### src/rtl/lc3_fetch_ctrl.sv
// LC3 fetch-stage sequencer: PC register, stage enables and data-memory stall phases.
// Optional build macro LC3_FETCH_EXT_STALL_EN adds an ext_stall freeze input.
module lc3_fetch_ctrl #(
    parameter logic [15:0] START_PC     = 16'h3000,
    parameter int unsigned FLUSH_CYCLES = 2
) (
    input  logic        clock,
    input  logic        reset,
    input  logic        br_taken,
    input  logic [15:0] taddr,
    input  logic        mem_req,
    input  logic        mem_indirect,
    input  logic        mem_write,
`ifdef LC3_FETCH_EXT_STALL_EN
    input  logic        ext_stall,
`endif
    output logic [15:0] npc,
    output logic [15:0] pc,
    output logic        imem_rd,
    output logic        enable_fetch,
    output logic        enable_decode,
    output logic        enable_execute,
    output logic        enable_writeback,
    output logic [1:0]  mem_state
);

    typedef enum logic [2:0] {
        BOOT,
        RUN,
        FLUSH,
        MEM_IND,
        MEM_DATA
    } state_t;

    localparam logic [2:0] FC = 3'(FLUSH_CYCLES);

    state_t      state, state_nx;
    logic [15:0] pc_nx;
    logic [2:0]  cnt, cnt_nx;
    logic        wr_q, wr_nx;
    logic        frz;

`ifdef LC3_FETCH_EXT_STALL_EN
    assign frz = ext_stall && (state != BOOT);
`else
    assign frz = 1'b0;
`endif

    assign npc = pc + 16'd1;

    always_ff @(posedge clock) begin
        if (reset) begin
            state <= BOOT;
            pc    <= START_PC;
            cnt   <= 3'd0;
            wr_q  <= 1'b0;
        end else begin
            state <= state_nx;
            pc    <= pc_nx;
            cnt   <= cnt_nx;
            wr_q  <= wr_nx;
        end
    end

    always_comb begin
        state_nx = state;
        pc_nx    = pc;
        cnt_nx   = cnt;
        wr_nx    = wr_q;
        if (!frz) begin
            case (state)
                BOOT: state_nx = RUN;
                RUN: begin
                    if (br_taken) begin
                        pc_nx    = taddr;
                        cnt_nx   = FC;
                        state_nx = FLUSH;
                    end else if (mem_req) begin
                        wr_nx    = mem_write;
                        state_nx = mem_indirect ? MEM_IND : MEM_DATA;
                    end else begin
                        pc_nx = npc;
                    end
                end
                FLUSH: begin
                    pc_nx  = npc;
                    cnt_nx = cnt - 3'd1;
                    if (cnt <= 3'd1) begin
                        cnt_nx   = 3'd0;
                        state_nx = RUN;
                    end
                end
                MEM_IND:  state_nx = MEM_DATA;
                MEM_DATA: state_nx = RUN;
                default:  state_nx = BOOT;
            endcase
        end
    end

    always_comb begin
        imem_rd          = 1'b0;
        enable_fetch     = 1'b0;
        enable_decode    = 1'b0;
        enable_execute   = 1'b0;
        enable_writeback = 1'b0;
        mem_state        = 2'd3;
        case (state)
            RUN: begin
                imem_rd          = 1'b1;
                enable_fetch     = 1'b1;
                enable_decode    = 1'b1;
                enable_execute   = 1'b1;
                enable_writeback = 1'b1;
            end
            FLUSH: begin
                imem_rd          = 1'b1;
                enable_fetch     = 1'b1;
                enable_execute   = 1'b1;
                enable_writeback = 1'b1;
            end
            MEM_IND: mem_state = 2'd1;
            MEM_DATA: begin
                enable_writeback = ~wr_q;
                mem_state        = wr_q ? 2'd2 : 2'd0;
            end
            default: ;
        endcase
        // A frozen pipeline keeps reporting which memory phase it is parked in.
        if (frz) begin
            imem_rd          = 1'b0;
            enable_fetch     = 1'b0;
            enable_decode    = 1'b0;
            enable_execute   = 1'b0;
            enable_writeback = 1'b0;
        end
    end

endmodule

### config.mk
export PLATFORM = sky130hd
export DESIGN_NAME = lc3_fetch_ctrl
export DESIGN_NICKNAME = d
export VERILOG_FILES = /design/src/rtl/lc3_fetch_ctrl.sv
export SDC_FILE = /design/constraint.sdc
export NUM_CORES = 1
export LEC_CHECK = 0
export CORE_ASPECT_RATIO = 1.75
export CORE_MARGIN = 1
export CORE_UTILIZATION = 45
export CTS_BUF_LIST = sky130_fd_sc_hd__clkbuf_16
export DETAILED_ROUTE_END_ITERATION = 10
export PLACE_DENSITY = 0.81
export SLEW_MARGIN = 0
export SYNTH_ARGS = -nofsm -noshare
export SYNTH_HDL_FRONTEND = slang
export SYNTH_SLANG_ARGS = --single-unit
### constraint.sdc
create_clock -name clock -period 4.7 [get_ports clock]
set_input_delay 0.94 -clock clock [delete_from_list [all_inputs] [get_ports clock]]
set_output_delay 0.94 -clock clock [all_outputs]
set_load 0.1 [all_outputs]
==> key figures <==
Logic synthesis
  • Post-synthesis xor/xnor area fraction: under 10%
  • Post-Synth Simple-Gate Area: between 20% and 30%
  • Ys async rst share: 0%
  • Compound-Gate Fraction of Synth Area: 33.2%
  • Area contributors post-synth: dfxtp_1, a21oi_1, xnor2_1
  • Syn Std Cell Area: between 0.0015 and 0.002 mm^2
  • Synth Net Count: 235
  • Sequential-to-total area share from yosys stat: between 20% and 30%
  • Post-synthesis cell type count: 54
  • Yosys reg bits: 23
  • Main combinational cell family by area after synthesis: compound AO/OA/AOI/OAI gates
  • Yosys top cell area share: between 20% and 30%
  • Post-synth EDFFs: 0
  • Synth area leader: dfxtp_1
  • Adder-cell share of the synthesized area: 2.25%
  • Ys Warns: 0
  • Synth Area per Inst: about 8 um^2
  • Post-synthesis mux area share: 0%
  • Gate Count Post-Synth: 210
  • Main flop type after synthesis: dfxtp_1

STA
  • Final period util: 80.3%
  • Pins over their slew limit: 0
  • Clk_skew: between 0.003 and 0.004 ns
  • Final hold violations: 0
  • Worst slew pin tran: 0.980 ns
  • Fmax: 265 MHz
  • TNS Setup: 0 ns
  • Slew margin rel.: between 30% and 40%
  • Finish-stage setup viols: 0
  • Min Tclk post-route: 3.77 ns
  • RSZ-0062 raised after global routing: no

Critical path
  • CP Depth: 4
  • R2R Setup Slk: 1.99 ns
  • Slowest cell on crit path: clkdlybuf4s50_1
  • RR Endpoint: pc[7]
  • RR Startpoint: state[2]
  • CP arrival: approximately 2.8 ns
  • Worst Path Required: 3.76 ns
  • Setup CP Type: flop to output pin
  • Crit path largest cell delay: 1.17 ns
  • CP endpoint kind: output pin
  • CP Buf/Inv Count: 1
  • Worst-path cell chain: nand4_2 -> nor4_1 -> xor2_1 -> clkdlybuf4s50_1
  • Worst setup path startpoint: pc[2]
  • Setup crit end: npc[15]
  • CP max FO: 7
  • Crit-path leading delay family: buffers and inverters
  • Critical path launch point type: flop
  • R2R depth: 4

CTS
  • Worst-skew pair later-pin latency: 0.26 ns
  • Post-CTS Resized: 0
  • CTS Sinks: 23
  • CTS clk-pin slew, worst paths: 0.06 ns
  • Hold_buf cts: 0
  • Total CTS buffers: 3
  • Root Buffer: clkbuf_16
  • CTS tree: done
  • H-tree depth: 1
  • Clock Path Buffers: 2
  • Post-CTS Setup Repair Bufs: 0

Global routing
  • Initial antenna violation count: 0
  • GR Overflow Total: 0
  • Largest net degree at the start of global routing: 24
  • GRT Util Overall: 27.1%
  • First-pass GRT wire length: between 7000 and 8000 um
  • Vias in the first global route: around 1,700

Pwr
  • P_leak: 0.902 nW
  • Peak supply drop: ~0.27 mV
  • PD cells: 364 mW/mm^2

Placed design
  • Placed Area: roughly 0.0022 mm^2
  • HPWL after DPL: 3540 um
  • Placer congestion estimate: between 0.9 and 1
  • IO buf count: 60

Detailed routing
  • Initial DRC count: 70
  • Drt wl/cell: roughly 16 um
  • Post-route ant nets: 0
  • DR vias/cell: 5.98
  • Drt total wl: 4990 um
  • Residual DRC count: 0
  • Detailed Routing Iterations Pass 1: 4
  • Vias: 1,819

Layout
  • Area Overhead vs Synth: 38.9%
  • Final net count: 285
  • Design area: between 0.002 and 0.0025 mm^2
  • Ant diodes: 0
  • Layout cell share with drive strength beyond 1: just under 7%

Floorplan
  • Die W: 48.1 um
  • Number of placed I/O pins: 61
  • Row count: 28
  • DIE HEIGHT: 82.6 um
  • Die ar.: 0.00397 mm^2
  • Initial core utilization: between 40% and 50%
  • Core area: between 0.003 and 0.004 mm^2

Job
  • Maxcap violations: 0

Min path
  • Worst min path class: flop to flop

Run status
  • Status: completed
power breakdown:
group | internal (mW) | switching, mW
Combinational | 0.106 | 0.313
Sequential | 0.210 | 0.0250
Clock | 0.114 | 0.0750
Total | 0.430 | 0.413
synth_stat cells, types with 3 or more instances:
master,number
nor4_1,5
o211a_1,6
nor2b_1,4
nor3_1,9
o32ai_1,3
a311o_1,3
dfxtp_1,23
inv_1,13
o31ai_1,4
a21oi_1,15
a32o_1,4
ha_1,3
clkbuf_1,7
a211o_1,3
o21ai_0,5
nand3_1,11
a211oi_1,4
nand2_1,16
xnor2_1,7
nor2_1,9
buf_2,6
buf_4,3
xor2_1,5
stage by stage:
step	hold slack, ns	std cells	worst slack (ns)	power [mW]	utilization (%)
2_1_floorplan	0.437	210	0.217	0.562	-
3_3_place_gp	0.446	300	1.25	0.654	64.6
3_5_place_dp	0.450	300	1.23	0.656	64.6
4_1_cts	0.459	304	0.940	0.843	66.9
5_1_grt	0.474	304	0.789	0.873	66.9
6_report	0.456	304	0.928	0.843	66.9
layout by cell type (no fill, tap or decap), drive strengths merged, types with 2 or more instances in the layout:
cell           instances
nand4                  3
xor2                   5
a21oi                 16
a311oi                 2
o21a                   2
nor3b                  3
nor4                   5
a211o                  3
a22oi                  2
clkbuf                 3
ha                     3
o211ai                 2
o32ai                  3
or3                    3
xnor2                  7
nor2b                  4
o211a                  6
o31ai                  4
nand2b                 2
a31oi                  2
a211oi                 5
nand2                 16
dfxtp                 23
nand3                 11
nor2                   9
inv                   14
o21ai                  7
a32o                   4
buf                    7
clkdlybuf4s50         54
a311o                  3
nor3                   9
o2111a                 2
worst min-delay path by stage:
stage | startpoint | end | cells past startpoint
finish | wr_q | wr_q | 2
CTS | wr_q | wr_q | 2
global placement | wr_q | wr_q | 2
global route | wr_q | wr_q | 2
detailed placement | wr_q | wr_q | 2
floorplan | wr_q | wr_q | 2
cell type report:
| cell class | instances | area, um^2 |
|---|---|---|
| fillers | 289 | 1150 |
| multi-input cells | 158 | 1080 |
| repair buffers | 61 | 593 |
| flip-flops and latches | 23 | 460 |
| clock buffers | 3 | 75.1 |
| well taps | 45 | 56.3 |
| inverters | 13 | 48.8 |
| clock inverters | 1 | 3.75 |
tightest hold or removal path: cells and delay by family (launching register included):
kind | cells | cell delay [ns]
DFF | 1 | 0.31
and+or+nand+nor | 1 | 0.05
AOI/OAI and AO/OA | 1 | 0.05
layer usage:
layer | wire length, um | global-route usage [%]
met5 | 0 | 0
met2 | 2650 | 46.9
met3 | 212 | 3.26
met1 | 2020 | 31.7
met4 | 111 | 11.7
cells by family (layout without fill, tap and decap cells):
logic type	count (synthesis)	in the layout
fa+ha+maj	3	3
simple gates	70	70
buf+inv	29	78
compound gates	73	73
xor+xnor	12	12
flops	23	23
state kept, by name, indices dropped and copies added (netlist names):
signal	cells
pc	16
cnt	3
state	3
wr_q	1
Note: power is estimated with default switching activity, not from simulation.
==> variant 1, RTL diff (config.mk and constraints unchanged) <==
The parameter `START_PC` goes from 16'h3000 to 16'h1800.
--- a/src/rtl/lc3_fetch_ctrl.sv
+++ b/src/rtl/lc3_fetch_ctrl.sv
@@ -1,7 +1,7 @@
 // LC3 fetch-stage sequencer: PC register, stage enables and data-memory stall phases.
 // Optional build macro LC3_FETCH_EXT_STALL_EN adds an ext_stall freeze input.
 module lc3_fetch_ctrl #(
-    parameter logic [15:0] START_PC     = 16'h3000,
+    parameter logic [15:0] START_PC     = 16'h1800,
     parameter int unsigned FLUSH_CYCLES = 2
 ) (
     input  logic        clock,
Formal check against the unedited RTL: not equivalent (a bounded check fails within 4 cycles, from zero or initial values and one cycle with reset high).
==> variant 1 against the unedited design <==
- worst hold slack gained 6.7 ps
- worst setup slack gained 34 ps
- sequential cell count did not move
- total power is 0.18% higher
- cell area is 2.1% higher
- count of clock-buffer cells in the layout unchanged
- fmax is 0.92% higher
- area after synthesis grew 2.2%
- wire length rose by 3.0%
==> variant 1: results (changes against the unedited design) <==
INFO  outcome        result_of_the_run=finished, final reports clean [unchanged]
INFO  drt            avgRoutedWirePerCell=16.9um [was 16.4 um]
INFO  placed_design  dpl.hpwl=3.66mm [was 3.54 mm]
INFO  logic_synthesis yosysSeqAreaShare=0.270 [was 0.276]
INFO  placed_design  placement.setup.worst_slack=1270ps [was 1230 ps]
INFO  cells_and_area ratio_of_cells_with_drive_above_1_in_the_final_layout=0.101 [was 0.0695]
INFO  pwr            worst_ir_drop_vdd=0.000265V [was 0.000270 V]
INFO  cells_and_area seq_area_frac=0.194 [was 0.198]
INFO  cells_and_area n_all_inverters=11 [was 13]
INFO  global_routing gr-usage-met2=0.466 [was 0.469]
INFO  cells_and_area design.final.nets=284 [was 285]
INFO  drt            drt_first_iter_violations=60 [was 70]
INFO  critical_path  worst_r2r_endpoint=pc[6] [was pc[7]]
INFO  logic_synthesis commonest_cells_in_the_synthesized_netlist=sky130_fd_sc_hd__dfxtp_1, sky130_fd_sc_hd__a21oi_1, sky130_fd_sc_hd__inv_1, sky130_fd_sc_hd__nand2_1 [was sky130_fd_sc_hd__dfxtp_1, sky130_fd_sc_hd__nand2_1, sky130_fd_sc_hd__a21oi_1]
INFO  logic_synthesis synth_area_per_cell=8.25um^2 [was 7.95 um^2]
INFO  cells_and_area buffer_area_frac=0.261 [was 0.256]
INFO  cells_and_area final_core_util=0.653 [was 0.669]
INFO  placed_design  gp_weighted_congestion=0.921 [was 0.909]
INFO  sta            fin_ws=962ps [was 928 ps]
INFO  logic_synthesis synth.distinct_cells=64 [was 54]
INFO  logic_synthesis syn-num-nets=232 [was 235]
INFO  drt            wl_met1=1.99mm [was 2.02 mm]
INFO  drt            wl_met2=2.83mm [was 2.65 mm]
INFO  sta            slew_headroom=0.317 [was 0.344]
INFO  drt            vias_per_cell=6.06 [was 5.98]
INFO  critical_path  setup.worst_path.end=npc[9] [was npc[15]]
INFO  cells_and_area final.fill_count=344 [was 289]
INFO  cells_and_area non_clock_buffer_count=64 [was 61]
INFO  global_routing grt_first_pass_wirelength=8.31mm [was 7.78 mm]
INFO  cells_and_area nFlopsAndLatches=23 [unchanged]
INFO  pwr            power.static_leakage=0.893nW [was 0.902 nW]
[variant 1: cell count changes in the layout (fill, tap and decap cells not counted), sizes merged, moves of 2 or more]
cell    unedited run  this run
nand2             16        11
nor2b              4         8
a211o              3         1
a32o               4         1
a311o              3         0
a221o              0         3
clkinv             0         2
nor4               5         8
buf                7         9
inv               14        10
nand4              3         5
o211ai             2         4
[variant 1: worst min path at each step]
stage	endpoint	startpoint	slack [ps]
floorplan	wr_q	wr_q	440
global placement	wr_q	wr_q	450
detailed placement	wr_q	wr_q	450
CTS	wr_q	wr_q	460
global route	wr_q	wr_q	480
finish	wr_q	wr_q	460
[variant 1: cell families (layout without fill, tap and decap cells)]
logic type / Yosys count / after routing / share of synthesized area
adder cells (fa/ha/maj): 3 / 3 / 0.0220
multiplexers: 1 / 1 / 0.00586
XOR/XNOR: 12 / 12 / 0.0615
flip-flops: 23 / 23 / 0.270
buffers and inverters: 28 / 79 / 0.0799
AND/OR/NAND/NOR: 72 / 72 / 0.256
AO/OA/AOI/OAI: 68 / 68 / 0.305
==> variant 2, RTL diff (same flow settings) <==
Made on the original files. The 5 states of `state_t` get a Gray code encoding in 3 bits.
--- a/src/rtl/lc3_fetch_ctrl.sv
+++ b/src/rtl/lc3_fetch_ctrl.sv
@@ -25,11 +25,11 @@
 );
 
     typedef enum logic [2:0] {
-        BOOT,
-        RUN,
-        FLUSH,
-        MEM_IND,
-        MEM_DATA
+        BOOT     = 3'b000,
+        RUN      = 3'b001,
+        FLUSH    = 3'b011,
+        MEM_IND  = 3'b010,
+        MEM_DATA = 3'b110
     } state_t;
 
     localparam logic [2:0] FC = 3'(FLUSH_CYCLES);
Behaviour: same outputs for any inputs over 10 cycles, from zero or initial values and one cycle with reset high; not proved beyond that.
==> variant 2 against the unedited design <==
- cell area rose by 0.59%
- sequential cell count unchanged
- core utilization decreased by 1.9 points
- area after synthesis is 1.1% higher
- count of clock-buffer cells in the layout unchanged
- total power is 2.5% lower
- wire length shrank 11%
- worst setup slack gained 22 ps
- critical endpoint is now npc[10]
==> variant 2: results (changes against the unedited design) <==
INFO  cells_and_area final.fill_count=303 [was 289]
INFO  critical_path  reg2reg_slack=2800ps [was 1990 ps]
INFO  global_routing gr-usage-met2=0.438 [was 0.469]
INFO  cells_and_area ratio_of_cells_with_drive_above_1_in_the_final_layout=0.102 [was 0.0695]
INFO  critical_path  critPathArrivalTime=2810ps [was 2830 ps]
INFO  drt            wl_met1=1.77mm [was 2.02 mm]
INFO  placed_design  dpl.hpwl=3.20mm [was 3.54 mm]
INFO  logic_synthesis syn-num-nets=229 [was 235]
INFO  cells_and_area multi_input_area=1100um^2 [was 1080 um^2]
INFO  global_routing global_route.usage.total=0.224 [was 0.271]
INFO  logic_synthesis synth.area.top_cells=sky130_fd_sc_hd__dfxtp_1, sky130_fd_sc_hd__xnor2_1, sky130_fd_sc_hd__nor2_1, sky130_fd_sc_hd__a21oi_1, sky130_fd_sc_hd__nor4_2 [was sky130_fd_sc_hd__dfxtp_1, sky130_fd_sc_hd__a21oi_1, sky130_fd_sc_hd__xnor2_1, sky130_fd_sc_hd__o211a_1, sky130_fd_sc_hd__nand2_1]
INFO  placed_design  placed_cell_area=2250um^2 [was 2240 um^2]
INFO  global_routing grt.met1_usage=0.246 [was 0.317]
INFO  cells_and_area n_all_inverters=11 [was 13]
INFO  sta            slew_headroom=0.341 [was 0.344]
INFO  critical_path  worst_path_largest_cell_delay=1150ps [was 1170 ps]
INFO  outcome        result_of_the_run=finished, final reports clean [unchanged]
INFO  cells_and_area comb.multi_input.count=156 [was 158]
INFO  critical_path  origin_of_the_critical_flop_to_flop_path=state[0] [was state[2]]
INFO  sta            fin_worst_hold_slack=507ps [was 456 ps]
INFO  drt            first_pass_iters=5 [was 4]
INFO  drt            vias_per_cell=5.64 [was 5.98]
INFO  placed_design  gp_weighted_congestion=0.835 [was 0.909]
INFO  sta            finClkSkew=1.79ps [was 3.01 ps]
INFO  critical_path  crit_path_max_fanout=9 [was 7]
INFO  cells_and_area seq_area_frac=0.197 [was 0.198]
INFO  logic_synthesis syn_area=1690um^2 [was 1670 um^2]
INFO  placed_design  placement.setup.worst_slack=1230ps [about the same]
INFO  logic_synthesis commonest_cells_in_the_synthesized_netlist=sky130_fd_sc_hd__dfxtp_1, sky130_fd_sc_hd__nor2_1, sky130_fd_sc_hd__nand2_1 [was sky130_fd_sc_hd__dfxtp_1, sky130_fd_sc_hd__nand2_1, sky130_fd_sc_hd__a21oi_1]
INFO  drt            route.final.wire_length=4.44mm [was 4.99 mm]
-- variant 2: cell types whose count changed after synthesis, sizes merged, moves of 4 or more --
cell    unedited run  this run
a21boi             1         6
nand3b             1         6
nand2             16        12
nor2               9        18
nand3             11         7
o211a              6         0
a21oi             16        11
nand4b             0         4
o21ai              7        13
-- variant 2: power groups by stage --
stage	combinational [mW]	clock, mW	sequential [mW]
6_report	0.404	0.183	0.236
5_1_grt	0.419	0.196	0.239
4_1_cts	0.405	0.186	0.236
3_5_place_dp	0.404	0	0.240
3_3_place_gp	0.402	0	0.239
2_1_floorplan	0.250	0	0.307
-- variant 2: logic make-up after synthesis --
| kind of cell | synth area share |
|---|---|
| XOR/XNOR | 0.0674 |
| multiplexers | 0.00593 |
| AND/OR/NAND/NOR | 0.307 |
| buffers and inverters | 0.0763 |
| flip-flops | 0.273 |
| adder cells (fa/ha/maj) | 0.0222 |
| AO/OA/AOI/OAI | 0.248 |
